File: src/rtl/jb_relay_pkg.sv
// rtl/jb_relay_pkg.sv - shared types and defaults for the joybus relay
// Purpose: per-channel state encoding, default timing constants and the
//          counter-width helper used by jb_relay and jb_relay_ch.
package jb_relay_pkg;

  typedef enum logic [1:0] {
    ST_IDLE      = 2'd0,
    ST_CONS_TX   = 2'd1,
    ST_CTLR_WAIT = 2'd2,
    ST_CTLR_TX   = 2'd3
  } jb_state_e;

  // 4 us of idle line at 50 MHz ends a transmit phase
  localparam int DEF_IDLE_CYC     = 200;
  localparam int DEF_RESP_TIMEOUT = 5000;

  localparam logic [7:0] EDGE_MAX = 8'd255;

  // One spare bit above what the larger limit needs, so the saturation
  // ceiling always sits above both compare points.
  function automatic int cnt_width(input int a, input int b);
    return $clog2((a > b) ? a : b) + 1;
  endfunction

endpackage

File: src/rtl/jb_relay_ch.sv
// rtl/jb_relay_ch.sv - one console/controller joybus relay channel
// Purpose: synchronizes both line levels, tracks the command/response phases
//          and drives the opposite side's open-drain enable.
// Ports:   i_clk, i_rst (async, active high)
//          i_cons_rx, i_ctlr_rx  raw line levels
//          i_mute                suppress response forwarding (sampled at response start)
//          i_ovr_req, i_ovr_low  response override (only with JB_RELAY_OVERRIDE_EN)
//          o_cons_oe, o_ctlr_oe  registered pull-low enables
//          o_busy, o_done, o_timeout, o_cmd_edges status
module jb_relay_ch
  import jb_relay_pkg::*;
#(
  parameter int IDLE_CYC     = DEF_IDLE_CYC,
  parameter int RESP_TIMEOUT = DEF_RESP_TIMEOUT
) (
  input  logic       i_clk,
  input  logic       i_rst,
  input  logic       i_cons_rx,
  input  logic       i_ctlr_rx,
  input  logic       i_mute,
`ifdef JB_RELAY_OVERRIDE_EN
  input  logic       i_ovr_req,
  input  logic       i_ovr_low,
`endif
  output logic       o_cons_oe,
  output logic       o_ctlr_oe,
  output logic       o_busy,
  output logic       o_done,
  output logic       o_timeout,
  output logic [7:0] o_cmd_edges
);

  localparam int            CW       = cnt_width(IDLE_CYC, RESP_TIMEOUT);
  localparam logic [CW-1:0] CNT_MAX  = '1;
  localparam logic [CW-1:0] CNT_ONE  = CW'(1);
  localparam logic [CW-1:0] IDLE_LIM = CW'(IDLE_CYC);
  localparam logic [CW-1:0] RESP_LIM = CW'(RESP_TIMEOUT);

  jb_state_e     r_state, w_state_nxt;
  logic [CW-1:0] r_cnt, w_cnt_nxt, w_cnt_inc;
  logic [7:0]    r_edges, w_edges_nxt;
  logic          r_cons_s1, r_cons_s2, r_cons_s3;
  logic          r_ctlr_s1, r_ctlr_s2;
  logic          r_armed;
  logic          r_mute, w_mute_nxt;
  logic          r_cons_oe, w_cons_oe_nxt;
  logic          r_ctlr_oe, w_ctlr_oe_nxt;
  logic          r_done, w_done_nxt;
  logic          r_timeout, w_to_nxt;
  logic          w_cons_fall;
  logic          w_rsp_low;
  logic          w_fwd_entry;
  logic          w_fwd;

  assign w_cnt_inc   = (r_cnt == CNT_MAX) ? r_cnt : r_cnt + CNT_ONE;
  // r_cons_s3 only feeds edge detection, so it adds nothing to drive latency
  assign w_cons_fall = r_cons_s3 & ~r_cons_s2;

`ifdef JB_RELAY_OVERRIDE_EN
  logic r_ovr;

  always_ff @(posedge i_clk or posedge i_rst) begin
    if (i_rst) begin
      r_ovr <= 1'b0;
    end else if (r_state == ST_CONS_TX && w_state_nxt == ST_CTLR_WAIT) begin
      r_ovr <= i_ovr_req;
    end
  end

  // An overridden response is sourced from i_ovr_low and is never muted
  assign w_rsp_low   = r_ovr ? i_ovr_low : ~r_ctlr_s2;
  assign w_fwd_entry = r_ovr | ~i_mute;
  assign w_fwd       = r_ovr | ~r_mute;
`else
  assign w_rsp_low   = ~r_ctlr_s2;
  assign w_fwd_entry = ~i_mute;
  assign w_fwd       = ~r_mute;
`endif

  always_ff @(posedge i_clk or posedge i_rst) begin
    if (i_rst) begin
      // Syncs reset low so a line held low through reset never looks like
      // a fresh falling edge until it has been seen high (r_armed).
      r_cons_s1 <= 1'b0;
      r_cons_s2 <= 1'b0;
      r_cons_s3 <= 1'b0;
      r_ctlr_s1 <= 1'b0;
      r_ctlr_s2 <= 1'b0;
      r_armed   <= 1'b0;
      r_state   <= ST_IDLE;
      r_cnt     <= '0;
      r_edges   <= '0;
      r_mute    <= 1'b0;
      r_cons_oe <= 1'b0;
      r_ctlr_oe <= 1'b0;
      r_done    <= 1'b0;
      r_timeout <= 1'b0;
    end else begin
      r_cons_s1 <= i_cons_rx;
      r_cons_s2 <= r_cons_s1;
      r_cons_s3 <= r_cons_s2;
      r_ctlr_s1 <= i_ctlr_rx;
      r_ctlr_s2 <= r_ctlr_s1;
      r_armed   <= r_armed | r_cons_s2;
      r_state   <= w_state_nxt;
      r_cnt     <= w_cnt_nxt;
      r_edges   <= w_edges_nxt;
      r_mute    <= w_mute_nxt;
      r_cons_oe <= w_cons_oe_nxt;
      r_ctlr_oe <= w_ctlr_oe_nxt;
      r_done    <= w_done_nxt;
      r_timeout <= w_to_nxt;
    end
  end

  // The oe registers load from next-state logic so the first drive lands
  // on the same edge as the state change: pin -> s1 -> s2 -> oe.
  // Each phase only looks at the side it is not driving (no self-echo).
  always_comb begin
    w_state_nxt   = r_state;
    w_cnt_nxt     = r_cnt;
    w_edges_nxt   = r_edges;
    w_mute_nxt    = r_mute;
    w_cons_oe_nxt = 1'b0;
    w_ctlr_oe_nxt = 1'b0;
    w_done_nxt    = 1'b0;
    w_to_nxt      = 1'b0;
    case (r_state)
      ST_IDLE: begin
        if (r_armed && !r_cons_s2) begin
          w_state_nxt   = ST_CONS_TX;
          w_cnt_nxt     = '0;
          w_edges_nxt   = 8'd1;
          w_ctlr_oe_nxt = 1'b1;
        end
      end
      ST_CONS_TX: begin
        w_ctlr_oe_nxt = ~r_cons_s2;
        w_cnt_nxt     = r_cons_s2 ? w_cnt_inc : '0;
        if (w_cons_fall && r_edges != EDGE_MAX) begin
          w_edges_nxt = r_edges + 8'd1;
        end
        if (r_cons_s2 && w_cnt_inc == IDLE_LIM) begin
          w_state_nxt = ST_CTLR_WAIT;
          w_cnt_nxt   = '0;
        end
      end
      ST_CTLR_WAIT: begin
        w_cnt_nxt = w_cnt_inc;
        if (w_rsp_low) begin
          w_state_nxt   = ST_CTLR_TX;
          w_cnt_nxt     = '0;
          w_mute_nxt    = i_mute;
          w_cons_oe_nxt = w_fwd_entry;
        end else if (w_cnt_inc == RESP_LIM) begin
          w_state_nxt = ST_IDLE;
          w_cnt_nxt   = '0;
          w_to_nxt    = 1'b1;
        end
      end
      ST_CTLR_TX: begin
        w_cons_oe_nxt = w_rsp_low & w_fwd;
        w_cnt_nxt     = w_rsp_low ? '0 : w_cnt_inc;
        if (!w_rsp_low && w_cnt_inc == IDLE_LIM) begin
          w_state_nxt = ST_IDLE;
          w_cnt_nxt   = '0;
          w_done_nxt  = 1'b1;
        end
      end
      default: begin
        w_state_nxt = ST_IDLE;
      end
    endcase
  end

  assign o_cons_oe   = r_cons_oe;
  assign o_ctlr_oe   = r_ctlr_oe;
  assign o_busy      = (r_state != ST_IDLE);
  assign o_done      = r_done;
  assign o_timeout   = r_timeout;
  assign o_cmd_edges = r_edges;

endmodule

File: src/rtl/jb_relay.sv
// rtl/jb_relay.sv - multi-channel joybus console/controller relay
// Purpose: NUM_CH independent relay channels (jb_relay_ch) side by side.
// Ports:   i_clk, i_rst (async, active high)
//          i_cons_rx, i_ctlr_rx, i_mute       [NUM_CH] inputs
//          i_ovr_req, i_ovr_low               [NUM_CH] only with JB_RELAY_OVERRIDE_EN
//          o_cons_oe, o_ctlr_oe, o_busy, o_done, o_timeout [NUM_CH]
//          o_cmd_edges [8*NUM_CH] channel n in bits [8n+7:8n]
// Macro:   JB_RELAY_OVERRIDE_EN enables the response override ports.
module jb_relay
  import jb_relay_pkg::*;
#(
  parameter int NUM_CH       = 4,
  parameter int IDLE_CYC     = DEF_IDLE_CYC,
  parameter int RESP_TIMEOUT = DEF_RESP_TIMEOUT
) (
  input  logic                  i_clk,
  input  logic                  i_rst,
  input  logic [NUM_CH-1:0]     i_cons_rx,
  input  logic [NUM_CH-1:0]     i_ctlr_rx,
  input  logic [NUM_CH-1:0]     i_mute,
`ifdef JB_RELAY_OVERRIDE_EN
  input  logic [NUM_CH-1:0]     i_ovr_req,
  input  logic [NUM_CH-1:0]     i_ovr_low,
`endif
  output logic [NUM_CH-1:0]     o_cons_oe,
  output logic [NUM_CH-1:0]     o_ctlr_oe,
  output logic [NUM_CH-1:0]     o_busy,
  output logic [NUM_CH-1:0]     o_done,
  output logic [NUM_CH-1:0]     o_timeout,
  output logic [8*NUM_CH-1:0]   o_cmd_edges
);

  for (genvar g = 0; g < NUM_CH; g++) begin : g_ch
    jb_relay_ch #(
      .IDLE_CYC     (IDLE_CYC),
      .RESP_TIMEOUT (RESP_TIMEOUT)
    ) u_ch (
      .i_clk       (i_clk),
      .i_rst       (i_rst),
      .i_cons_rx   (i_cons_rx[g]),
      .i_ctlr_rx   (i_ctlr_rx[g]),
      .i_mute      (i_mute[g]),
`ifdef JB_RELAY_OVERRIDE_EN
      .i_ovr_req   (i_ovr_req[g]),
      .i_ovr_low   (i_ovr_low[g]),
`endif
      .o_cons_oe   (o_cons_oe[g]),
      .o_ctlr_oe   (o_ctlr_oe[g]),
      .o_busy      (o_busy[g]),
      .o_done      (o_done[g]),
      .o_timeout   (o_timeout[g]),
      .o_cmd_edges (o_cmd_edges[8*g +: 8])
    );
  end

endmodule

File: config.mk
export PLATFORM = sky130hd
export DESIGN_NAME = jb_relay
export DESIGN_NICKNAME = d
export VERILOG_FILES = /design/src/rtl/jb_relay_pkg.sv /design/src/rtl/jb_relay_ch.sv /design/src/rtl/jb_relay.sv
export SDC_FILE = /design/constraint.sdc
export NUM_CORES = 1
export LEC_CHECK = 0
export CAP_MARGIN = 10
export CORE_MARGIN = 1
export CORE_UTILIZATION = 50
export DETAILED_ROUTE_END_ITERATION = 7
export GPL_TIMING_DRIVEN = 0
export PLACE_DENSITY = 0.7
export SYNTH_ARGS = -nofsm -noshare
export SYNTH_HDL_FRONTEND = slang
export SYNTH_SLANG_ARGS = --single-unit
File: constraint.sdc
create_clock -name i_clk -period 14.2 [get_ports i_clk]
set_clock_uncertainty 0.2 [all_clocks]
set_input_delay 2.13 -clock i_clk [delete_from_list [all_inputs] [get_ports i_clk]]
set_output_delay 2.13 -clock i_clk [all_outputs]
set_load 0.01 [all_outputs]
Yosys cells after proc, flatten, opt, wreduce, memory -nomap -nowiden:

Cells that the tools add are included.

* flip-flop bits (word level): 140
* latch bits: 0
* bits in writable memories: 0
* bits in read-only memories: 0
* input port bits: 14
* output and inout bits: 52
* word-level logic and storage cells: 292
* memories: 0

* $add $sub $neg: 8
* multiply operators: 0
* divide/modulo/power cells: 0
* order comparisons: 0
* equal/unequal tests: 48
* shifts and indexed selects: 0
* mux-type cells: 108
* bitwise logic cells: 28
* reduce and logical (&&, ||, !) cells: 44

Operators by type and width (count)
* 14-bit two-way mux: 32
* 14-bit case mux with 4 select lines: 4
* 8-bit two-way mux: 8
* 8-bit case mux with 2 select lines: 4
* 14-bit by 1-bit adder with 14-bit output, second input constant: 4
* 14-bit by 13-bit == test with 1-bit output, second input constant: 4
* 14-bit == test, second input constant: 4
* 14-bit by 8-bit == test with 1-bit output, second input constant: 4
* 2-bit two-way mux: 20
* 8-bit by 1-bit adder with 8-bit output, second input constant: 4
* 2-bit by 1-bit inequality test with 1-bit output, second input constant: 16
* 8-bit inequality test, second input constant: 4
* 2-bit case mux with 4 select lines: 4
* 1-bit two-way mux: 28
* 2-bit == test, second input constant: 8
* 1-bit logical AND: 16
* 1-bit inverter: 16
* 1-bit case mux with 2 select lines: 8
* 4-bit AND reduction: 4
* 2-bit nonzero test: 8
* 3-bit inequality test, second input constant: 4
* 3-bit AND reduction: 4
* 1-bit bitwise AND: 8
* 2-bit by 1-bit == test with 1-bit output, second input constant: 4
* 4 further kinds: 16

Longest topological paths before layout:

Gate-level depths: netlist of run 1.

* depth in word-level cells: 6
* gate-level depth with buffers: 12
* depth with buffers taken out: 9

Cells and area by module:

A second synthesis of run 1 with hierarchy kept.

* cell total of the unflattened synthesis: 871
* area, all modules: 8181.6 µm²

By module, submodules not included
* jb_relay_ch (g_ch[1].u_ch ...): times used 2, cells each 210, area each 2009.4 µm², sequential area each 875.8 µm²
* jb_relay_ch (g_ch[0].u_ch): times used 1, cells each 226, area each 2137.0 µm², sequential area each 875.8 µm²
* jb_relay_ch (g_ch[3].u_ch): times used 1, cells each 225, area each 2025.7 µm², sequential area each 875.8 µm²

Worst setup path before layout of run 1:

Ideal clock, no wire load.

* path type: register to output
* from: register g_ch[2].u_ch.r_state[1]
* to: output o_busy[2]
* arrival time: 0.984 ns
* data required time: 11.870 ns
* setup slack: 10.886 ns
* stages on the path, launching flop included: 4
* buffers on the path: 2
* cell sequence: dfrtp_1 > clkbuf_1 > or2_2 > buf_4

* longest elaborated chain between the ends: 1

Ends and longest elaborated chain
* start, declared: line jb_relay_ch.sv:39 `jb_state_e r_state, w_state_nxt;`
* start signal, assigned: line jb_relay_ch.sv:105 `r_state <= w_state_nxt;`
* 2-bit nonzero test: line jb_relay_ch.sv:178 `assign o_busy = (r_state != ST_IDLE);`
* end, declared: line jb_relay.sv:27 `output logic [NUM_CH-1:0] o_busy,`

Every way passes these cells.

Worst setup path after layout of run 1:

Ends and elaborated chain as after synthesis.

==> results of run 1 <==
## layer usage
layer	GRT usage, %	wire length [µm]
met2	35.9	8500
met4	7.80	327
met3	4.43	789
met1	32.2	8760
met5	0	0
## flip-flops by register name, indices dropped and copies added, names as in the netlist
name	count
g_ch.u_ch.o_cmd_edges	32
g_ch.u_ch.o_cons_oe	4
g_ch.u_ch.o_ctlr_oe	4
g_ch.u_ch.o_done	4
g_ch.u_ch.o_timeout	4
g_ch.u_ch.r_armed	4
g_ch.u_ch.r_cnt	56
g_ch.u_ch.r_cons_s1	4
g_ch.u_ch.r_cons_s2	4
g_ch.u_ch.r_cons_s3	4
g_ch.u_ch.r_ctlr_s1	4
g_ch.u_ch.r_ctlr_s2	4
g_ch.u_ch.r_mute	4
g_ch.u_ch.r_state	8
## worst max-delay path, delay by kind of cell (launching register included)
| kind | cells | cell delay, ns |
|---|---|---|
| buffers and inverters | 3 | 0.80 |
| and+or+nand+nor | 1 | 0.38 |
| DFF | 1 | 0.35 |
## stage by stage
stage          area, µm²  power [µW]  instances  setup WS [ns]  utilization [%]
5_1_grt             9690        1110       1226           9.79             61.0
4_1_cts             9690        1070       1226           9.89             61.0
3_3_place_gp        9090         636       1193           6.15             57.2
2_1_floorplan       8170         555        912           8.12                -
6_report            9690        1060       1226           9.92             61.0
3_5_place_dp        9120         640       1194          10.36             57.4
## final cells by class
type                    count  share of cell area [%]
plain buffers              60                    3.78
clock buffers              19                    4.67
clock inverters            13                    1.21
inverters                  36                    1.45
multi-input cells         676                    42.9
flip-flops and latches    140                    36.2
well taps                 216                    2.79
repair buffers             66                    7.00
## layout by cell type, fill, tap and decap left out, types with 4 or more instances in the layout
cell type	count
xor2_1	19
nor2_1	78
nand2_1	90
nor3_1	19
or2_2	9
nand2b_1	14
buf_2	17
nand4_1	26
o22ai_1	10
o21ai_1	7
mux2_2	6
nand3_1	42
ha_1	8
buf_4	26
clkbuf_1	11
a211oi_1	5
and2_1	24
nor4_1	6
a41oi_1	4
o31ai_1	5
o21ai_0	53
inv_1	35
nor2b_1	8
clkdlybuf4s50_1	65
and3_1	24
a22o_1	6
clkinvlp_4	5
a21oi_1	65
o21a_1	7
clkbuf_16	17
o2111ai_1	4
or3_1	12
mux2i_1	11
xnor2_1	13
o211ai_1	9
and4_1	9
dfrtp_1	140
a22oi_1	6
a31oi_1	16
## final timing paths
check | startpoint | endpoint | slack, ns | cells after the start
hold / removal | g_ch[1].u_ch.r_cons_s1 | g_ch[1].u_ch.r_cons_s2 | 0.15 | 0
setup reg to reg | g_ch[2].u_ch.r_cnt[0] | g_ch[2].u_ch.r_cnt[1] | 10.86 | 10
max in group asynchronous | i_rst | g_ch[2].u_ch.r_cnt[4] | 11.04 | 3
setup / recovery | g_ch[2].u_ch.r_state[1] | o_busy[2] | 9.92 | 4
hold reg to reg | g_ch[1].u_ch.r_cons_s1 | g_ch[1].u_ch.r_cons_s2 | 0.15 | 0
min in group asynchronous | i_rst | g_ch[3].u_ch.o_cmd_edges[7] | 2.00 | 2
## logic make-up (layout without fill, tap and decap cells)
group / count (synthesis) / count (layout)
AO/OA/AOI/OAI: 228 / 228
XOR/XNOR: 33 / 33
adder cells (fa/ha/maj): 8 / 8
buffers and inverters: 96 / 194
flip-flops: 140 / 140
multiplexers: 17 / 17
AND/OR/NAND/NOR: 390 / 390
## power groups by stage
stage	clock (µW)	sequential, µW	combinational [µW]
5_1_grt	453	481	176
3_3_place_gp	0	481	155
3_5_place_dp	0	481	158
6_report	425	475	158
4_1_cts	435	475	160
2_1_floorplan	0	483	71.8
==> out/results.txt, run 1 <==
Syn Area/Cell: 8.95 µm²
DR vias: 7014
Die width: 130 µm
Vias in the first global route: 6299
Top_reg_cell synth: dfrtp_1
Max cap viols: 0
Largest family of logic cells by synthesized area: simple AND/OR/NAND/NOR gates
Unrepaired setup endpoints after global routing: false
DR DRC count: 0
Required @ worst endpoint: 11.87 ns
Setup violations, final: 0
Critical path's slowest cell: clkdlybuf4s50_1
Worst Path Arrival: 1.95 ns
Post-synthesis sequential area ratio: 42.9%
Clock share of power: 40.2%
Synthesized area: 0.00817 mm²
Logic gate share of total power: 14.9%
CP max stage delay: 0.47 ns
Mux cell area share after synthesis: 2.18%
WL final: 18400 µm
Die ar.: 0.0168 mm²
Detailed Place HPWL: 13200 µm
Fin. Hold Viols: 0
Cell chain of the critical path: clkbuf_1, or2_2, buf_4, clkdlybuf4s50_1
Internal power: 764 µW
Height of the die: 130 µm
Post-synth top area share: 42.9%
GRT Util Overall: 23.0%
CTS tree: done
First-pass GRT wire length: 30800 µm
TNS Setup: 0 ns
Drt initial violations: 485
Share of cells above drive strength 1: 12.4%
Congestion Overflow GR: 0
Initial antenna violation count: 0
RePlAce Congestion: 0.921
Final #Nets: 1019
Hold Buf Count CTS: 0
Initial core utilization: 51.4%
Bufs on Longest Clock Path: 2
Largest area contributor in the netlist: dfrtp_1
Yosys reg bits: 140
Post-synth ARST share: 100%
Leading cell types by count after synthesis: dfrtp_1, nand2_1, nor2_1, a21oi_1, o21ai_0
Leakage: 0.00405 µW
Seq pwr share: 44.9%
Post-CTS sizing: 0
Syn Inst Count: 912
Clk sinks: 140
Net Sw Frac: 27.8%
Unique cell type count in the Yosys netlist: 78
Simple-gate share of the synthesized area: 26.1%
Most common cell in the netlist: dfrtp_1
Fin crit period: 4.28 ns
Worst slew margin: 44.0%
Clock buffer count from CTS: 17
Post-DRT Antenna Nets: 0
Maximum vdd drop: 0.105 mV
Net Count, Synth: 934
Power Density: 109 mW/mm²
Skew-Pair Late Insertion Delay: 0.42 ns
Area Overhead vs Synth: 18.7%
Critical Path End Type: primary output
H-tree levels: 4
Sequential cell area: 0.00350 mm²
Number of diodes: 0
Maximum number of pins on one net before global-route repair: 74
Area taken by multi-input logic gates: 0.00416 mm²
Post-DR wirelength/cell: 15.0 µm
CP max FO: 10
Clk slew on worst S/H paths: 0.06 ns
Core ar.: 0.0159 mm²
# Post-CTS Setup Buffers: 0
Min-delay worst type: register to register
Period utilization: 30.2%
PortBufs: 65
Crit Path Category: register to primary output
Final Max Tran Viols: 0
Post-synthesis xor/xnor area fraction: 3.63%
Placement Rows: 46
Worst hold slack: 0.147 ns
Max Freq: 233 MHz
Launching element type of the critical path: register
Root Buffer: clkbuf_16
Status: finished clean
IO Pins: 66
Synth area leaders: dfrtp_1, nand2_1, a21oi_1
Number of vias per cell: 5.72
Compound-Gate Fraction of Synth Area: 17.8%
Layout fillers: 1428
Drt first pass iters: 5
P_sw: 294 µW
EDFF count, synth: 0
Slew at the pin closest to its max-slew limit: 0.840 ns
Synthesis Warnings: 0
Synth Area in Adders: 1.23%
Note: power is estimated with default switching activity, not from simulation.
==> run 2, diff against run 1 <==
--- a/config.mk
+++ b/config.mk
@@ -10,7 +10,7 @@
 export CORE_UTILIZATION = 50
 export DETAILED_ROUTE_END_ITERATION = 7
 export GPL_TIMING_DRIVEN = 0
-export PLACE_DENSITY = 0.7
+export PLACE_DENSITY = 0.73
 export SYNTH_ARGS = -nofsm -noshare
 export SYNTH_HDL_FRONTEND = slang
 export SYNTH_SLANG_ARGS = --single-unit
==> constraint.sdc (replaced) <==
create_clock -name i_clk -period 3.6 [get_ports i_clk]
set_clock_uncertainty 0.2 [all_clocks]
set_input_delay 0.54 -clock i_clk [delete_from_list [all_inputs] [get_ports i_clk]]
set_output_delay 0.54 -clock i_clk [all_outputs]
set_load 0.01 [all_outputs]
==> run 2 against run 1 <==
Effect of this change:
- sequential share of layout area shrank 0.32 points
- sequential power increased to 4.0 times the previous value
- clock power grew to 4.3 times the previous value
- via count increased by 0.29%
- first-iteration DRC count up 0.62%
- highest routed layer unchanged
==> out/results.txt, run 2 (synthesis gave the netlist of run 1 again) <==
Status: finished clean
GRT Util Overall: 23.6%
Hold Buf Count CTS: 0
Detailed Place HPWL: 13600 µm
Sequential cell area: 0.00350 mm²
Placement Rows: 46
Drt first pass iters: 5
Fin. Hold Viols: 0
Worst slew margin: 41.3%
Die width: 130 µm
Height of the die: 130 µm
Maximum number of pins on one net before global-route repair: 42
Number of diodes: 0
Cell family with most CP delay: compound AO/OA/AOI/OAI gates
Drt initial violations: 488
Initial antenna violation count: 0
Clock buffer count from CTS: 17
Number of vias per cell: 5.73
Unrepaired setup endpoints after global routing: false
CP Buf/Inv Count: 1
Launching element type of the critical path: register
Period utilization: 92.2%
P_sw: 1170 µW
Max cap viols: 0
Slew at the pin closest to its max-slew limit: 0.880 ns
WL final: 18700 µm
Vias in the first global route: 6428
Maximum vdd drop: 0.340 mV
Tot Pwr: 4350 µW
Critical Path End Type: register
Critical path's slowest cell: a2111oi_2
Seq pwr share: 43.3%
Crit Path Category: register to register
Net Sw Frac: 26.8%
IO Pins: 66
Post-DR wirelength/cell: 15.2 µm
Max Freq: 301 MHz
PortBufs: 65
DR DRC count: 0
Most frequent cells in the layout: dfrtp_1, nand2_1, nor2_1
Cell chain of the critical path: ha_1, nand2_1, nor4_2, mux2i_2, o211ai_2, a2111oi_2, a21oi_2, buf_4, o211ai_1, nand3_1
Fin crit period: 3.32 ns
Share of cells above drive strength 1: 12.6%
Layout fillers: 1415
Leakage: 0.00409 µW
Clk slew on worst S/H paths: 0.06 ns
Reg with most FFs: g_ch.u_ch.r_cnt
Final #Nets: 1021
Internal power: 3190 µW
Die ar.: 0.0168 mm²
Power Density: 445 mW/mm²
Logic gate share of total power: 14.4%
Min-delay worst type: register to register
Area Overhead vs Synth: 19.7%
Initial core utilization: 51.4%
Setup violations, final: 0
Post-DRT Antenna Nets: 0
Root Buffer: clkbuf_16
First-pass GRT wire length: 31400 µm
RePlAce Congestion: 0.943
Required @ worst endpoint: 3.70 ns
Core ar.: 0.0159 mm²
CP max FO: 10
Bufs on Longest Clock Path: 2
CP max stage delay: 0.47 ns
DR vias: 7034
TNS Setup: 0 ns
Final Max Tran Viols: 0
Worst Path Arrival: 3.42 ns
H-tree levels: 4
Number of flip-flops in the largest register: 56
Clk sinks: 140
Commonest non-fill, non-tap cell in the layout: dfrtp_1
Area taken by multi-input logic gates: 0.00416 mm²
Clock share of power: 42.4%
Skew-Pair Late Insertion Delay: 0.43 ns
Congestion Overflow GR: 0
CTS tree: done
[run 2: layout make-up]
cell class | instances | area share (%)
clock buffers | 17 | 4.35
inverters | 36 | 1.42
repair buffers | 68 | 7.27
flip-flops and latches | 140 | 35.8
well taps | 216 | 2.76
clock inverters | 15 | 2.01
plain buffers | 60 | 3.75
multi-input cells | 676 | 42.6
[run 2: metrics by stage]
step / area (µm²) / setup slack, ns / hold WS, ns / utilization, % / cells
floorplan: 8170 / 0.738 / 0.131 / - / 912
global placement: 9090 / -0.114 / 0.132 / 57.2 / 1193
detailed placement: 9150 / 0.298 / 0.135 / 57.6 / 1196
CTS: 9770 / 0.250 / 0.148 / 61.5 / 1228
global route: 9780 / 0.0898 / 0.155 / 61.5 / 1228
finish: 9780 / 0.280 / 0.147 / 61.5 / 1228
[run 2: timing repair]
action | in CTS | in global routing
resized for setup | 0 | 1
setup buffers | 0 | 0
endpoints found under the setup margin | 0 | 1
[run 2: final timing paths]
kind,cells past startpoint,from,end,slack (ns)
max,10,g_ch[2].u_ch.r_cnt[0],g_ch[2].u_ch.r_cnt[1],0.28
min,0,g_ch[3].u_ch.r_cons_s1,g_ch[3].u_ch.r_cons_s2,0.15
max reg2reg,10,g_ch[2].u_ch.r_cnt[0],g_ch[2].u_ch.r_cnt[1],0.28
min reg2reg,0,g_ch[3].u_ch.r_cons_s1,g_ch[3].u_ch.r_cons_s2,0.15
max in group asynchronous,4,i_rst,g_ch[0].u_ch.r_cons_s1,2.00
min in group asynchronous,2,i_rst,g_ch[3].u_ch.o_cmd_edges[5],0.35
[run 2: power groups by stage]
stage          Sequential, µW  Combinational, µW  Clock [µW]
6_report                 1880                625        1840
4_1_cts                  1880                636        1870
3_3_place_gp             1900                607           0
5_1_grt                  1900                697        1930
3_5_place_dp             1910                631           0
2_1_floorplan            1910                284           0
[run 2: routing by layer]
metal	track usage (%)	vias to the layer above	share of wire, %
met5	0	-	0
met4	8.76	0	1.6
met3	3.98	28	3.5
met2	38.7	152	49
met1	31.5	3384	46
li1	-	3470	-
